[src/rtl/clear_screen_engine_pkg.sv]
// Shared project definitions: stage FSM encodings and default VGA geometry.
// Used by main_controller and all drawing stages.
package clear_screen_engine_pkg;

  localparam int VGA_WIDTH  = 160;
  localparam int VGA_HEIGHT = 120;
  localparam int COLOUR_W   = 3;
  localparam int X_W        = 8;
  localparam int Y_W        = 7;

  localparam logic [1:0] ST_IDLE  = 2'd0;
  localparam logic [1:0] ST_CLEAR = 2'd1;
  localparam logic [1:0] ST_DONE  = 2'd2;

endpackage

[src/rtl/clear_screen_engine.sv]
// Clear-screen drawing stage: raster-sweeps every pixel once with a fixed colour,
// then holds a done flag until the main controller drops its run request.
module clear_screen_engine
  import clear_screen_engine_pkg::*;
#(
  parameter int                    WIDTH        = VGA_WIDTH,
  parameter int                    HEIGHT       = VGA_HEIGHT,
  parameter logic [COLOUR_W-1:0]   CLEAR_COLOUR = 3'b000
) (
  input  logic                clk,
  input  logic                program_resetn,
  input  logic                run_clearScreen,
  output logic                clearScreen_done,
  output logic [X_W-1:0]      x,
  output logic [Y_W-1:0]      y,
  output logic [COLOUR_W-1:0] colour,
  output logic                plot
);

  // WIDTH must not exceed 256 and HEIGHT must not exceed 128 (fixed counter widths).
  localparam logic [X_W-1:0] X_LAST = X_W'(WIDTH - 1);
  localparam logic [Y_W-1:0] Y_LAST = Y_W'(HEIGHT - 1);

  logic [1:0]     state_q, state_d;
  logic [X_W-1:0] x_q, x_d;
  logic [Y_W-1:0] y_q, y_d;
  logic           plot_q, plot_d;
  logic           done_q, done_d;

  // x/y always hold the pixel currently presented; they only move while sweeping.
  always_comb begin
    state_d = state_q;
    x_d     = x_q;
    y_d     = y_q;
    plot_d  = 1'b0;
    done_d  = 1'b0;
    case (state_q)
      ST_IDLE: begin
        if (run_clearScreen) begin
          state_d = ST_CLEAR;
          x_d     = '0;
          y_d     = '0;
          plot_d  = 1'b1;
        end
      end
      ST_CLEAR: begin
        if (!run_clearScreen) begin
          state_d = ST_IDLE;
        end else if (x_q == X_LAST) begin
          if (y_q == Y_LAST) begin
            state_d = ST_DONE;
            done_d  = 1'b1;
          end else begin
            x_d    = '0;
            y_d    = y_q + 7'd1;
            plot_d = 1'b1;
          end
        end else begin
          x_d    = x_q + 8'd1;
          plot_d = 1'b1;
        end
      end
      ST_DONE: begin
        if (run_clearScreen) begin
          done_d = 1'b1;
        end else begin
          state_d = ST_IDLE;
        end
      end
      default: state_d = ST_IDLE;
    endcase
  end

  always_ff @(posedge clk or negedge program_resetn) begin
    if (!program_resetn) begin
      state_q <= ST_IDLE;
      x_q     <= '0;
      y_q     <= '0;
      plot_q  <= 1'b0;
      done_q  <= 1'b0;
    end else begin
      state_q <= state_d;
      x_q     <= x_d;
      y_q     <= y_d;
      plot_q  <= plot_d;
      done_q  <= done_d;
    end
  end

  assign x                = x_q;
  assign y                = y_q;
  assign plot             = plot_q;
  assign clearScreen_done = done_q;
  assign colour           = CLEAR_COLOUR;

endmodule

[config.mk]
export PLATFORM = sky130hd
export DESIGN_NAME = clear_screen_engine
export DESIGN_NICKNAME = d
export VERILOG_FILES = /design/src/rtl/clear_screen_engine_pkg.sv /design/src/rtl/clear_screen_engine.sv
export SDC_FILE = /design/constraint.sdc
export NUM_CORES = 1
export LEC_CHECK = 0
export ABC_CLOCK_PERIOD_IN_PS = 2000
export CORE_MARGIN = 5
export CORE_UTILIZATION = 52
export DETAILED_ROUTE_END_ITERATION = 7
export PLACE_DENSITY_LB_ADDON = 0.25
export SETUP_SLACK_MARGIN = 0.4
export SLEW_MARGIN = 10
export SYNTH_ARGS = -nofsm -noshare
export SYNTH_HDL_FRONTEND = slang
export SYNTH_SLANG_ARGS = --single-unit
[constraint.sdc]
create_clock -name clk -period 2 [get_ports clk]
set_input_delay 0.5 -clock clk [delete_from_list [all_inputs] [get_ports clk]]
set_output_delay 0.5 -clock clk [all_outputs]
set_load 0.03 [all_outputs]
==> impl_results.md <==
- Area grow syn2layout: 42.0%
- Final hold vios: 0
- Worst path slowest cell: dfrtp_2
- Clock Path Buffers: 2
- Area share of the largest cell type after synthesis: 0.370
- Synth cell types: 45
- Mean Syn Cell Area: 9.51 um^2
- Status: complete, no violations
- Leading area contributor after synthesis: dfrtp_1
- Combined area of the multi-input logic cells: 861 um^2
- Final Cycle Share: 0.837
- RSZ-0062 raised after global routing: true
- Critical path required time: 2190 ps
- Post-route ant nets: 0
- Post-Syn Area: 0.00128 mm^2
- Initial antenna violation count: 0
- Final setup vio count: 0
- Yosys warns: 0
- Most used DFF post-synth: dfrtp_1
- Number of buffers created by CTS: 3
- Hold_ws: 525 ps
- Core footprint: 0.00241 mm^2
- Number of synthesized flops with an enable pin: 0
- IO Count: 23
- Clk root buf: clkbuf_4
- Async SR Flop Fraction: 1.00
- DR vias: 1267
- Cell row count: 18
- WP buf/inv: 1
- Vias in the first global route: 1244
- CP Cell Sequence: or3b_4 -> nor4_4 -> buf_6 -> o21ai_2 -> mux2_4
- Share of cells above drive strength 1: 0.475
- First-pass GRT wire length: 6.00 mm
- PortBufs: 19
- Detailed-route wire length per cell: 17.0 um
- Pins Over Slew Limit: 0
- Chip width: 59.7 um
- DIE HEIGHT: 59.7 um
- Family with the most delay on the worst path: simple AND/OR/NAND/NOR gates
- Commonest cells post-synth: dfrtp_1, nand2_1, mux2i_1, ha_1, nand3_1
- Setup TNS: 0 ps
- Tmin final: 1670 ps
- GRT overflow: 0
- CP Class: reg -> reg
- Total area of sequential cells: 493 um^2
- Post-Route WL: 3.63 mm
- Crit. End Element: flop
- Fin nets: 193
- Max_cap viols: 0
- Remaining DRCs: 0
- GRT Resource Usage Total: 0.222
- Fmax: 0.598 GHz
- Peak VDD IR: 0.000766 V
- # diodes: 0
- Static leakage: 0.000801 uW
- Via/cell ratio: 5.95
- Setup crit start kind: flop
- DR iter-0 viols: 72
- Clock sink total: 19
- Worst Path Max Fanout: 5
- Worst min-delay path class: in -> async
- Worst-Skew Late Latency: 290 ps
- Mapped Cells: 135
- Worst path max stage delay: 440 ps
- Flops & latches, synth: 19
- Die ar.: 0.00356 mm^2
- Max Clock Skew: 3.16 ps
- Hpwl dp: 2.32 mm
- Most numerous cell in the Yosys netlist: dfrtp_1
- TritonCTS clock tree: done
- Critical Path AT: 1860 ps
- H-Tree Depth: 1
- Seq/Total Area, Yosys: 0.370
- Filler cells: 172
- Clock slew at reported path FFs: 110 ps
- 1st-pass router iterations: 4
- Synth area leaders: dfrtp_1, ha_1, mux2i_1
- Initial Util: 0.533
- RePlAce Congestion: 0.839
- Largest net degree at the start of global routing: 20
- Post-layout util: 0.756
- Pwr/cell area: 949 mW/mm^2
repair_timing:
action,CTS,global route
setup endpoints to repair,35,31
pin swaps,6,7
gates cloned,0,0
hold buffers,0,0
hold endpoints to repair,0,0
resized for setup,55,30
buffers inserted,17,6
layout make-up:
class,count,share of cell area
sequential,19,0.270
multi-input combinational,106,0.472
inverter,5,0.0103
tap,30,0.0206
clock buffer,3,0.0124
timing repair buffer,49,0.211
clock inverter,1,0.00275
logic make-up after synthesis:
group           Yosys count  share of synthesized area
mux                       8                     0.0663
compound gates           33                      0.187
fa+ha+maj                 6                     0.0585
flops                    19                      0.370
other cells               1                    0.00292
buf+inv                  12                     0.0497
simple gates             56                      0.265
metrics by stage:
stage	total power (uW)	instance area, um^2	worst slack (ps)	instances
floorplan	1090	1360	207	137
global placement	1360	1590	119	186
detailed placement	1380	1590	90.5	186
CTS	1660	1800	243	207
global route	1850	1820	250	213
finish	1730	1820	326	213
metal layers:
layer | global-route usage | vias to the layer above | part of all wire
met2 | 0.387 | 37 | 0.52
met5 | 0 | - | 0
li1 | - | 589 | -
met4 | 0.0791 | 0 | 0.030
met3 | 0.0302 | 12 | 0.039
met1 | 0.276 | 629 | 0.41
sequential cells by signal, indices dropped and copies added (netlist names):
signal / count
x: 8
state_q: 2
plot: 1
clearScreen_done: 1
y: 7
placed cells by master, fill, tap and decap left out, types with 2 or more instances in the layout:
| cell type | instances |
|---|---|
| a211o_1 | 3 |
| a21oi_1 | 3 |
| a31oi_1 | 5 |
| a32o_1 | 3 |
| buf_2 | 7 |
| buf_4 | 26 |
| buf_6 | 4 |
| clkbuf_2 | 3 |
| clkbuf_4 | 3 |
| clkdlybuf4s15_2 | 5 |
| clkdlybuf4s50_1 | 2 |
| conb_1 | 3 |
| dfrtp_1 | 5 |
| dfrtp_2 | 14 |
| ha_1 | 2 |
| ha_4 | 4 |
| inv_1 | 3 |
| inv_2 | 2 |
| mux2i_1 | 7 |
| nand2_1 | 18 |
| nand2b_1 | 2 |
| nand3_1 | 4 |
| nand3_2 | 2 |
| nand3b_1 | 2 |
| nor2_1 | 5 |
| nor2b_1 | 3 |
| nor4_1 | 2 |
| nor4_4 | 2 |
| o211ai_1 | 2 |
| o21ai_0 | 2 |
| o21ai_1 | 5 |
worst paths after layout:
check	to	depth (start not counted)	slack, ps	startpoint
max	state_q[0]	5	330	x[5]
min	x[5]	2	520	program_resetn
max reg2reg	state_q[0]	5	330	x[5]
min reg2reg	y[6]	1	540	y[6]
max in group asynchronous	y[0]	2	1260	program_resetn
min in group clk	y[6]	1	540	y[6]
power breakdown:
group	internal, uW	total (uW)	switching (uW)
registers	467	594	127
clock network	74.4	198	124
logic	422	937	515
total	964	1730	765
Note: power is estimated with default switching activity, not from simulation.
